--- config.mk ---
export PLATFORM = sky130hd
export DESIGN_NAME = get_motion_code_dec_flat
export DESIGN_NICKNAME = d
export VERILOG_FILES = /design/src/rtl/get_motion_code_dec_if.sv /design/src/rtl/get_motion_code_dec.sv /design/src/flat_wrapper.sv
export SDC_FILE = /design/constraint.sdc
export NUM_CORES = 1
export LEC_CHECK = 0
export CORE_MARGIN = 2
export CORE_UTILIZATION = 35
export CTS_CLUSTER_DIAMETER = 50
export DETAILED_ROUTE_END_ITERATION = 8
export PLACE_DENSITY = 0.63
export SYNTH_ARGS = -nofsm -noshare
export SYNTH_HDL_FRONTEND = slang
export SYNTH_SLANG_ARGS = --single-unit
--- constraint.sdc ---
create_clock -name clk -period 0.8 [get_ports clk]
set_input_delay 0.16 -clock clk [delete_from_list [all_inputs] [get_ports clk]]
set_output_delay 0.16 -clock clk [all_outputs]
set_load 0.005 [all_outputs]
--- src/rtl/get_motion_code_dec_if.sv ---
`default_nettype none
// ============================================================================
// Module      : get_motion_code_dec_if
// Description : Request/result bundle between the bitstream flush buffer and
//               the motion_code VLC decoder.
// Revision    : 1.0 - initial release
// ============================================================================
interface get_motion_code_dec_if;
    // buf_win[10] is the first (oldest) bit of the VLC
    logic [10:0] buf_win;
    logic        in_valid;
    logic [4:0]  outshift;
    logic [4:0]  mcode;
    logic        msign;
    logic        error;
    logic        done;

    modport master (
        output buf_win,
        output in_valid,
        input  outshift,
        input  mcode,
        input  msign,
        input  error,
        input  done
    );

    modport slave (
        input  buf_win,
        input  in_valid,
        output outshift,
        output mcode,
        output msign,
        output error,
        output done
    );
endinterface
`default_nettype wire

--- src/rtl/get_motion_code_dec.sv ---
`default_nettype none
// ============================================================================
// Module      : get_motion_code_dec
// Description : MPEG-2 motion_code VLC decoder (Table B-10, sign included),
//               one combinational lookup with registered results.
// Revision    : 1.0 - initial release
// ============================================================================
module get_motion_code_dec (
    input  wire                        clk,
    input  wire                        rst,
    get_motion_code_dec_if.slave       bus
);

    logic [4:0] w_mag;
    logic [4:0] w_len;
    logic       w_sign;
    logic       w_err;
    logic [4:0] w_mcode;

    logic [4:0] r_outshift;
    logic [4:0] r_mcode;
    logic       r_msign;
    logic       r_error;
    logic       r_done;

    // Sign bit sits right after the prefix, i.e. at buf_win[11-L].
    always_comb begin
        w_mag  = 5'd0;
        w_len  = 5'd0;
        w_sign = 1'b0;
        w_err  = 1'b0;
        casez (bus.buf_win)
            11'b1??????????: begin w_mag = 5'd0;  w_len = 5'd1;  end
            11'b01?????????: begin w_mag = 5'd1;  w_len = 5'd3;  w_sign = bus.buf_win[8]; end
            11'b001????????: begin w_mag = 5'd2;  w_len = 5'd4;  w_sign = bus.buf_win[7]; end
            11'b0001???????: begin w_mag = 5'd3;  w_len = 5'd5;  w_sign = bus.buf_win[6]; end
            11'b000011?????: begin w_mag = 5'd4;  w_len = 5'd7;  w_sign = bus.buf_win[4]; end
            11'b0000101????: begin w_mag = 5'd5;  w_len = 5'd8;  w_sign = bus.buf_win[3]; end
            11'b0000100????: begin w_mag = 5'd6;  w_len = 5'd8;  w_sign = bus.buf_win[3]; end
            11'b0000011????: begin w_mag = 5'd7;  w_len = 5'd8;  w_sign = bus.buf_win[3]; end
            11'b000001011??: begin w_mag = 5'd8;  w_len = 5'd10; w_sign = bus.buf_win[1]; end
            11'b000001010??: begin w_mag = 5'd9;  w_len = 5'd10; w_sign = bus.buf_win[1]; end
            11'b000001001??: begin w_mag = 5'd10; w_len = 5'd10; w_sign = bus.buf_win[1]; end
            11'b0000010001?: begin w_mag = 5'd11; w_len = 5'd11; w_sign = bus.buf_win[0]; end
            11'b0000010000?: begin w_mag = 5'd12; w_len = 5'd11; w_sign = bus.buf_win[0]; end
            11'b0000001111?: begin w_mag = 5'd13; w_len = 5'd11; w_sign = bus.buf_win[0]; end
            11'b0000001110?: begin w_mag = 5'd14; w_len = 5'd11; w_sign = bus.buf_win[0]; end
            11'b0000001101?: begin w_mag = 5'd15; w_len = 5'd11; w_sign = bus.buf_win[0]; end
            11'b0000001100?: begin w_mag = 5'd16; w_len = 5'd11; w_sign = bus.buf_win[0]; end
            default:         begin w_err = 1'b1; end
        endcase
    end

    // Magnitude 16 wraps to 5'b10000 for either sign; msign tells them apart.
    assign w_mcode = w_sign ? (~w_mag + 5'd1) : w_mag;

    always_ff @(posedge clk or negedge rst) begin
        if (!rst) begin
            r_outshift <= 5'd0;
            r_mcode    <= 5'd0;
            r_msign    <= 1'b0;
            r_error    <= 1'b0;
            r_done     <= 1'b0;
        end else if (bus.in_valid) begin
            r_outshift <= w_len;
            r_mcode    <= w_mcode;
            r_msign    <= w_sign;
            r_error    <= w_err;
            r_done     <= 1'b1;
        end else begin
            r_done     <= 1'b0;
        end
    end

    assign bus.outshift = r_outshift;
    assign bus.mcode    = r_mcode;
    assign bus.msign    = r_msign;
    assign bus.error    = r_error;
    assign bus.done     = r_done;

endmodule
`default_nettype wire

--- src/flat_wrapper.sv ---
// flat-port wrapper written by rule: the top's interface ports become plain ports
module get_motion_code_dec_flat 
  (clk, rst, bus_buf_win, bus_in_valid, bus_outshift, bus_mcode, bus_msign, bus_error, bus_done);
  get_motion_code_dec_if bus_i ();
  input  wire clk;
  input  wire rst;
  input wire logic [$bits(bus_i.buf_win)-1:0] bus_buf_win;
  input wire logic [$bits(bus_i.in_valid)-1:0] bus_in_valid;
  output wire logic [$bits(bus_i.outshift)-1:0] bus_outshift;
  output wire logic [$bits(bus_i.mcode)-1:0] bus_mcode;
  output wire logic [$bits(bus_i.msign)-1:0] bus_msign;
  output wire logic [$bits(bus_i.error)-1:0] bus_error;
  output wire logic [$bits(bus_i.done)-1:0] bus_done;
  assign bus_i.buf_win = bus_buf_win;
  assign bus_i.in_valid = bus_in_valid;
  assign bus_outshift = bus_i.outshift;
  assign bus_mcode = bus_i.mcode;
  assign bus_msign = bus_i.msign;
  assign bus_error = bus_i.error;
  assign bus_done = bus_i.done;
  get_motion_code_dec u_core (.clk(clk), .rst(rst), .bus(bus_i));
endmodule
Word-level counts from Yosys, hierarchy flattened

Cells that the tools add are included.
W data, S select, Z words.

Flip-flop bits (word level): 13
Input port bits: 14
Output and inout bits: 13
Word-level logic and storage cells: 33

Add/subtract/negate cells: 1
Equality and inequality tests: 16
Mux-type cells: 6
Bitwise operators: 1
Reductions and logical operators: 4

Operators by type and width:

| kind                  | count |
|---|---|
| $pmux W5 S16          | 1 |
| $eq A10 B4 Y1 const B | 4 |
| $pmux W4 S8           | 1 |
| $eq A9 B4 Y1 const B  | 3 |
| $eq A10 B5 Y1 const B | 2 |
| $reduce_or A17 Y1     | 1 |
| $eq A7 B3 Y1 const B  | 2 |
| $eq A7 B2 Y1 const B  | 1 |
| $pmux W1 S7           | 1 |
| $eq A6 B2 Y1 const B  | 1 |
| $reduce_or A3 Y1      | 2 |
| $reduce_or A6 Y1      | 1 |
| $add A5 B1 Y5 const B | 1 |
| $mux W5               | 1 |
| $not A5 Y5            | 1 |
| $eq A4 B1 Y1 const B  | 1 |
| $eq A3 B1 Y1 const B  | 1 |
| $eq A2 B1 Y1 const B  | 1 |
| $mux W1               | 2 |

Logic depth before layout (Yosys ltp)

Gate-level depths: netlist (run 1).

Depth after elaboration: 5
Depth in mapped cells: 11
Gate-level depth less buffers: 9

Worst setup path after synthesis (run 1)

OpenSTA, ideal clock, no wires.

Path kind: input-to-reg
Start: input port bus_buf_win[6]
End: register u_core.r_mcode[4], in the netlist u_core.bus.mcode[4]
Library setup time: 0.132 ns
Arrival: 1.694 ns
Data required time: 0.668 ns
Path slack: -1.027 ns
Stages: 11
Buffers on the path: 2
Path through: buf_2 -> clkbuf_1 -> inv_1 -> a31oi_1 -> o21a_1 -> a2bb2oi_1 -> ha_1 -> inv_1 -> o221a_2 -> o21ai_0 -> o211ai_1

Word-level cells in the longest chain between the ends: 5
Elaborated cells between the ends (all ways): 21
Those cells by class: add/sub (1); eq/ne (13); mux (3); bitwise (1); reduce/logical (3)

RTL lines:

| what                                  | line                      | RTL |
|---|---|---|
| start, declared                       | flat_wrapper.sv:7         | `input wire logic [$bits(bus_i.buf_win)-1:0] bus_buf_win;` |
| $eq A10 B4 Y1 (tied with other cells) | get_motion_code_dec.sv:32 | `casez (bus.buf_win)` |
| $pmux W5 S16                          | get_motion_code_dec.sv:32 |  |
| $not A5 Y5                            | get_motion_code_dec.sv:55 | `assign w_mcode = w_sign ? (~w_mag + 5'd1) : w_mag;` |
| $add A5 B1 Y5                         | get_motion_code_dec.sv:55 |  |
| $mux W5 *                             | get_motion_code_dec.sv:55 |  |
| end signal, assigned                  | get_motion_code_dec.sv:66 | `r_mcode <= w_mcode;` |
| end, declared                         | get_motion_code_dec.sv:21 | `logic [4:0] r_mcode;` |

Every way passes the cells marked *; elsewhere a longest branch is shown, timed or not.
A chain may end at the register's enable or synchronous reset.

Final worst setup path (run 1)

Start: input port bus_buf_win[5]
End: register u_core.r_mcode[4], in the netlist u_core.bus.mcode[4]

The elaborated chain is that of the path after synthesis.

==> results.cfg, run 1 <==
[status]
outcome = finished with violations
violations = design-rule violations, negative setup slack

[sta]
slew_viol_final = 0
rsz0062_at_grt = yes
finalCritPeriodShare = 1.845
min_period_ps = 1476
fin_tns_setup_ps = -6151
hold_ws_ps = 192.0
setup-violations-final = 23
hold_viol = 0
worst_slack_ps = -676.3
fmax_ghz = 0.6774
finalClockSkew_ps = 0

[global_route]
grt_pass1_wl_mm = 5.927
grt_pass1_vias = 1308
grt_max_degree = 13
grt_overflow = 0
grt_util_all_layers = 0.2238
antenna_found_initial = 0

[die]
die_h_um = 58.70
die_x_um = 58.70
core_um2 = 2805
die_area_um2 = 3446
io_pins = 27
initial_core_util = 0.3733
rows = 19

[worst_setup_path]
cp_max_fo = 4
r2r_cells = 4
end_kind = flip-flop
r2r_setup_slack_ps = -150
cp-startpoint = bus_buf_win[5]
critical_path_arrival_ps = 1640
r2r-end = u_core.bus.mcode[2]
critPathRequiredTime_ps = 970
timing.rr.start = u_core.bus.mcode[2]
startpoint_type = input pin
critPathKind = input pin to flip-flop

[cts]
cts_hold_buf = 0
tritoncts = yes
path_clk_slew_ps = 90
cts_sinks = 12
clk_path_buf_depth = 2
numCtsBuffers = 3
clock-root-buffer = clkbuf_4
clk_latency_ps = 280
h-tree-depth = 1

[synth]
post-synth-top-area-cell = dfrtp_1
yosysTopAreaCellShare = 0.2867
synth.distinct_cells = 50
ys.flop_type = dfrtp_1
ys_ff_latch = 12
async_flop_share = 1.000
syn_area_per_cell_um2 = 8.378
syn_inst = 125
synth_area_um2 = 1047
syn_nets = 140
synth_edf_count = 0
synth.area.top_cells = dfrtp_1 29%, nor2_1 4.7%, a21oi_1 4.3%, o21ai_0 3.3%, buf_6 3.2%
yosysWarnings = 0
yosysSeqAreaShare = 0.2867

[route]
drc = 4
viasPerCell = 5.519
vias = 1308
drt_iter0_markers = 52
drt-wirelength-per-cell_um = 16.75
routed_wl_mm = 3.969
final_antenna_net_count = 0
drt_first_pass_iters = 6

[final_layout]
seq_area_um2 = 300.3
final_cells = 237
fillerInstances = 202
area_growth_pct = 92.23
drive_gt1_frac = 0.6214
finish.instance_area_um2 = 2013
n_antenna_cell = 0
fin_nets = 222
multi_input_area_um2 = 855.8
fin_util = 0.7177

[hold_path]
hold_path_class = input pin to asynchronous set/reset pin

[placed_design]
place_area_um2 = 1629
io_buffers = 25
place_ws_ps = -1505
place_hpwl_mm = 2.489
place_inst = 210
place_congestion = 0.8789

[power_and_ir_drop]
ir_drop_mv = 0.9391
report.power.total_mw = 2.117
p_per_area_nw_per_um2 = 1052
p_leak_nw = 0.9252

[job]
cap_violations = 0
-- synth_stat cells, types with 3 or more instances --
master / n
o21ai_0: 7
a31oi_1: 3
clkbuf_1: 4
o211ai_1: 4
a21oi_1: 9
nor2_1: 13
buf_2: 4
inv_1: 7
nand3_1: 3
nand2_1: 6
dfrtp_1: 12
buf_6: 3
mux2_2: 3
nor3b_1: 3
or3_1: 3
-- worst max path at each step --
stage / to / slack [ps] / depth (start not counted)
after floorplan: u_core.bus.mcode[4] / -860 / 9
after global placement: u_core.bus.mcode[4] / -1420 / 11
after detailed placement: u_core.bus.mcode[2] / -1510 / 9
after CTS: u_core.bus.mcode[4] / -660 / 11
after global routing: u_core.bus.mcode[4] / -760 / 11
final: u_core.bus.mcode[4] / -680 / 11
-- report_power, final --
| part | internal (mW) | switching (mW) | leakage [nW] | total [mW] |
|---|---|---|---|---|
| sequential | 0.654 | 0.0243 | 0.151 | 0.678 |
| combinational | 0.522 | 0.409 | 0.754 | 0.930 |
| clock | 0.277 | 0.231 | 0.0210 | 0.508 |
| total | 1.45 | 0.664 | 0.925 | 2.12 |
-- metal layers --
layer	vias up	wire length (um)	GRT usage	part of all wire
li1	622	-	-	-
met4	0	97	0.05844	0.024
met3	12	93	0.04176	0.023
met5	-	0	0	0
met2	25	2160	0.4238	0.54
met1	649	1617	0.2555	0.41
-- cell usage in the layout (no fill, tap or decap), drive strengths merged, types with 3 or more instances in the layout --
master and count:
mux2 3, buf 85, nor3b 4, clkbuf 4
dfrtp 12, nor2 13, o21ai 7, a21oi 9
nand3 3, o211ai 5, inv 7, or3 3
a31oi 4, nand2 6
-- flip-flops by register name, summed over array words and instances, names as in the netlist --
name                 count
u_core.bus.mcode         5
u_core.bus.error         1
u_core.bus.msign         1
u_core.bus.outshift      4
u_core.bus.done          1
-- final cells by class --
| type | count | area share |
|---|---|---|
| multi-input cells | 94 | 0.4251 |
| repair buffers | 89 | 0.3741 |
| flip-flops and latches | 12 | 0.1492 |
| well taps | 31 | 0.01927 |
| clock buffers | 4 | 0.01802 |
| inverters | 7 | 0.01429 |
-- worst max-delay path, cell delays in order --
cell and delay [ps]:
buf_8 100, buf_4 130, nor4b_4 130, a32oi_1 240, nand2_2 130, a2bb2oi_4 190
ha_4 180, inv_4 40, o221a_4 200, o21ai_2 50, o211ai_1 90
-- kinds of logic after synthesis --
family	Yosys count	synth area share
muxes	3	0.03226
and+or+nand+nor	48	0.2784
other	1	0.003581
DFF	12	0.2867
buffers and inverters	19	0.09797
adders and majority gates	1	0.01195
AOI/OAI and AO/OA	41	0.2891
-- repair_timing --
action	4_1_cts	5_1_grt
setup buffers	14	12
setup endpoints to repair	24	23
pin swaps	27	24
resized for setup	137	18
Power figures use the tool's default switching activity.
==> inputs of run 2 (changes only) <==
Settings changed: ABC_AREA set to 1, PLACE_DENSITY 0.63 to 0.62.
==> run 2 against run 1 <==
- the flow finishes with violations (negative setup slack)
- synthesized area grew 5.5%
- synthesized cell count increased by 32%
- register-to-register slack better by 60 ps
- power down 7.5%
- critical path type unchanged
- highest routed layer unchanged
==> results.cfg, run 2 <==
[placed_design]
place_hpwl_mm = 2.404
io_buffers = 25
place_congestion = 0.8379

[worst_setup_path]
end_kind = flip-flop
startpoint_type = input pin
cp_max_fo = 6
timing.rr.start = u_core.bus.msign
r2r_cells = 4
critical_path_arrival_ps = 1570
cp-startpoint = bus_buf_win[5]
critPathRequiredTime_ps = 980
critPathKind = input pin to flip-flop

[synth]
ys.flop_type = dfrtp_1
yosysTopAreaCellShare = 0.2718
async_flop_share = 1.000
yosysWarnings = 0
syn_area_per_cell_um2 = 6.696
post-synth-top-area-cell = dfrtp_1
synth_edf_count = 0
synth.area.top_cells = dfrtp_1 27%, nand2_1 15%, nor2_4 6.1%, nor2_1 5.8%, nand3_1 5.4%
yosysMostFrequentCell = nand2_1
syn_nets = 180
ys_ff_latch = 12
synth.distinct_cells = 31
yosysSeqAreaShare = 0.2718
synth_common_cells = 43 x nand2_1, 17 x nor2_1, 16 x inv_1
syn_inst = 165
synth_area_um2 = 1105

[sta]
rsz0062_at_grt = yes
setup-violations-final = 23
worst_slack_ps = -596.1
finalCritPeriodShare = 1.745
slew_viol_final = 0
finalClockSkew_ps = 0
hold_viol = 0
min_period_ps = 1396
fmax_ghz = 0.7163

[route]
routed_wl_mm = 3.249
vias = 1347
final_antenna_net_count = 0
viasPerCell = 4.551
drt_first_pass_iters = 4
drc = 0
drt_iter0_markers = 33
drt-wirelength-per-cell_um = 10.98

[final_layout]
fin_nets = 268
final_common_cell = buf_4
largest_reg_flops = 5
final_cell_mix = 52 x buf_4, 34 x nand2_1, 15 x nand2_2, 15 x buf_2, 14 x buf_6
n_antenna_cell = 0
drive_gt1_frac = 0.6151
fillerInstances = 246
fin_util = 0.6777
area_growth_pct = 85.73

[cts]
numCtsBuffers = 3
path_clk_slew_ps = 80
clk_latency_ps = 280
clock-root-buffer = clkbuf_4
cts_sinks = 12
tritoncts = yes
clk_path_buf_depth = 2
h-tree-depth = 1

[die]
initial_core_util = 0.3649
die_area_um2 = 3622
rows = 20
die_h_um = 60.19
core_um2 = 3028
die_x_um = 60.19
io_pins = 27

[global_route]
grt_pass1_wl_mm = 5.520
grt_util_all_layers = 0.1983
grt_max_degree = 14
antenna_found_initial = 0
grt_overflow = 0
grt_pass1_vias = 1312

[power_and_ir_drop]
report.power.total_mw = 1.959
p_per_area_nw_per_um2 = 954.6
ir_drop_mv = 0.3460
p_leak_nw = 1.052

[status]
violations = negative setup slack
outcome = finished with violations

[hold_path]
hold_path_class = input pin to asynchronous set/reset pin

[job]
cap_violations = 0
run 2: cell types whose count changed after synthesis, moves of 5 or more:
cell | before | now
inv_2 | 0 | 5
inv_1 | 7 | 16
nand2_2 | 0 | 7
nor2_4 | 0 | 6
nand2_1 | 6 | 43
nand3_1 | 3 | 12
nor2_2 | 0 | 6
a21oi_1 | 9 | 1
run 2: layout make-up:
class                   count  area, um^2  share of cell area
clock buffers               4       36.28             0.01768
inverters                  22       87.58             0.04268
multi-input cells         127       868.3              0.4232
flip-flops and latches     12       300.3              0.1463
well taps                  44       55.05             0.02683
repair buffers             87       704.4              0.3433
run 2: metal layers:
layer | part of all wire | global-route usage
met5 | 0 | 0
met4 | 0.021 | 0.08571
met3 | 0.040 | 0.008658
met2 | 0.52 | 0.3634
met1 | 0.42 | 0.2366
run 2: path summary, 6_finish.rpt:
| path | endpoint | slack [ps] |
|---|---|---|
| setup / recovery | u_core.bus.mcode[4] | -600 |
| hold / removal | u_core.bus.outshift[0] | 200 |
| setup reg to reg | u_core.bus.msign | -90 |
| hold reg to reg | u_core.bus.outshift[3] | 500 |
| max in group asynchronous | u_core.bus.mcode[2] | 490 |
| min in group clk | u_core.bus.error | 330 |
run 2: power breakdown:
group | internal [mW] | switching [mW]
clock network | 0.277 | 0.215
registers | 0.657 | 0.0249
logic | 0.419 | 0.366
run 2: critical path, stage by stage:
cell and delay, ps:
buf_6 90, buf_6 120, buf_12 130, nand2_4 60, nor2_4 40, inv_2 50
nor2_2 40, nor4_4 370, ha_4 200, nand3_2 90, nand2_1 80, nand2_1 50
nand3_1 60, nand2_1 50
run 2: cell families (layout without fill, tap and decap cells):
kind of cell | after synthesis | count (layout) | share of synthesized area
buf+inv | 26 | 113 | 0.1019
fa+ha+maj | 1 | 1 | 0.01132
flops | 12 | 12 | 0.2718
compound gates | 15 | 15 | 0.07927
simple gates | 110 | 110 | 0.5323
other cells | 1 | 1 | 0.003394
run 2: repair_timing:
item,in CTS,in global routing
resized for setup,132,12
hold buffers,0,0
setup buffers,14,8
pin swaps,17,9
endpoints found under the setup margin,23,23
run 2: per-stage QoR:
step	setup TNS, ps	setup slack, ps	hold slack (ps)	area (um^2)	instances
after CTS	-6063	-590.0	207.5	1967	289
after global placement	-13870	-1240	467.2	1747	272
after floorplan	-3325	-542.2	-135.6	1146	165
after detailed placement	-14670	-1359	469.0	1747	272
final	-6162	-596.1	196.8	2052	296
after global routing	-7426	-698.4	208.7	2052	296
==> inputs of run 3 (changes only) <==
Settings changed: CORE_UTILIZATION 35 to 50, CTS_CLUSTER_DIAMETER 50 to not set, PLACE_DENSITY 0.62 to 0.81.
Clock period 0.8 ns to 1.8 ns, I/O delays scaled along.
==> run 3 against run 2 <==
- the run now ends clean
- utilization rose by 11 points
- power fell by 63%
- setup slack better by 740 ps
- via count shrank 2.7%
- combinational power is 66% lower
- global-route usage increased by 6.1 points
- sequential power fell by 55%
- final cell count shrank 13%
- non-clock buffer count decreased by 21
- count of clock-buffer cells in the layout is 1 lower
- die area fell by 28%
- cell area fell by 17%
- critical endpoint unchanged
==> results.cfg, run 3 (same netlist as run 2, synthesis figures left out) <==
[worst_setup_path]
startpoint_type = input pin
end_kind = flip-flop
cp_max_fo = 5
critPathKind = input pin to flip-flop
cp-startpoint = bus_buf_win[5]
critPathRequiredTime_ps = 1960
timing.rr.start = u_core.bus.mcode[0]
critical_path_arrival_ps = 1820

[route]
viasPerCell = 5.081
drt-wirelength-per-cell_um = 11.91
routed_wl_mm = 3.072
drt_iter0_markers = 29
drt_first_pass_iters = 4
vias = 1311
final_antenna_net_count = 0
drc = 0

[sta]
slew_viol_final = 0
slew_headroom = 0.6550
hold_viol = 0
rsz0062_at_grt = no
min_period_ps = 1660
finalClockSkew_ps = 0
fmax_ghz = 0.6023
fin_tns_setup_ps = 0
tightest_slew_ps = 515.9
finalCritPeriodShare = 0.9224
setup-violations-final = 0

[global_route]
top_usage_layer = met2
met3_usage = 0.02632
antenna_found_initial = 0
grt_pass1_wl_mm = 5.154
use_met2 = 0.5195
grt_util_all_layers = 0.2591
grt_overflow = 0
grt_util_met1 = 0.2769
grt_max_degree = 14
grt_pass1_vias = 1253

[final_layout]
final_common_cell = nand2_1
area_growth_pct = 53.57
fin_nets = 247
fillerInstances = 159
largest_reg_flops = 5
drive_gt1_frac = 0.4000
final_cell_mix = 42 x nand2_1, 41 x buf_4, 16 x nor2_1
n_antenna_cell = 0

[placed_design]
place_hpwl_mm = 2.510
io_buffers = 25
place_congestion = 0.9218

[power_and_ir_drop]
p_sw_frac = 0.3074
clockPowerShare = 0.217
p_sw_uw = 223.9
p_per_area_nw_per_um2 = 429.3
comb_power_share = 0.365
report.power.total_uw = 728.3
p_seq_frac = 0.418
p_leak_nw = 0.8854
ir_drop_mv = 0.3098
p_int_uw = 504.5

[die]
die_area_um2 = 2602
io_pins = 27
die_h_um = 51.01
die_x_um = 51.01
initial_core_util = 0.5143
rows = 17
core_um2 = 2148

[cts]
clock-root-buffer = clkbuf_4
clk_path_buf_depth = 2
clk_latency_ps = 270
path_clk_slew_ps = 70
cts_sinks = 12
cts_hold_buf = 0
h-tree-depth = 1
numCtsBuffers = 3
tritoncts = yes

[job]
cap_violations = 0

[status]
outcome = finished, final reports clean

[hold_path]
hold_path_class = input pin to asynchronous set/reset pin
-- run 3: cell types whose count changed in the layout (fill, tap and decap cells not counted), sizes merged --
cell / delta
buf: -38
clkdlybuf4s50: +12
dlymetal6s2s: +2
clkbuf: +1
clkdlybuf4s15: +1
-- run 3: final timing paths --
path,end,slack [ps],depth (start not counted)
worst max-delay path,u_core.bus.mcode[4],140,15
worst min-delay path,u_core.bus.done,430,1
worst max register to register,u_core.bus.mcode[0],1120,2
worst min register to register,u_core.bus.outshift[0],480,2
max in group asynchronous,u_core.bus.outshift[1],1020,1
min in group clk,u_core.bus.outshift[0],480,2
-- run 3: layout make-up --
class / instances / area, um^2 / share of cell area
clock buffer: 3 / 22.52 / 0.01327
inverter: 22 / 85.08 / 0.05015
multi-input combinational: 127 / 719.4 / 0.4240
sequential: 12 / 300.3 / 0.1770
tap: 28 / 35.03 / 0.02065
timing repair buffer: 66 / 534.3 / 0.3149
-- run 3: worst max-delay path, stage by stage --
cell             delay [ps]
clkdlybuf4s15_2         210
buf_4                   140
nand2_1                  50
inv_1                    50
nand2_1                  50
nand2_1                  80
nand2_2                  80
o21ai_0                  90
nor3_2                  150
ha_2                    220
nand3_2                  80
nand2_1                  80
nand2_1                  50
nand3_1                  60
nand2_1                  60
-- run 3: power by group through the flow --
stage	clock, mW	sequential, mW	combinational (mW)
final	0.158	0.305	0.266
after floorplan	0	0.311	0.107
after detailed placement	0	0.310	0.261
after global placement	0	0.308	0.252
after global routing	0.177	0.307	0.290
after CTS	0.162	0.305	0.262
-- run 3: metal layers --
layer  part of all wire  up-vias
met2               0.55       47
met1               0.39      602
li1                   -      656
met4              0.020        0
met5                  0        -
met3              0.041        6
-- run 3: per-stage QoR --
step | area, um^2 | util | instances | setup WS, ps | hold slack, ps
detailed placement | 1655 | 0.7705 | 253 | -597.3 | 465.9
global placement | 1655 | 0.7705 | 253 | -485.0 | 463.3
floorplan | 1105 | - | 165 | 189.8 | 64.41
global route | 1697 | 0.7898 | 258 | 5.113 | 462.2
finish | 1697 | 0.7898 | 258 | 139.7 | 427.4
CTS | 1692 | 0.7874 | 256 | 0.7270 | 448.7
-- run 3: timing repair --
| item | in CTS | in global routing |
|---|---|---|
| endpoints found under the setup margin | 9 | 8 |
| pin swaps | 3 | 2 |
| setup buffers | 0 | 2 |
| cloned | 0 | 0 |
| gates resized for setup | 23 | 15 |
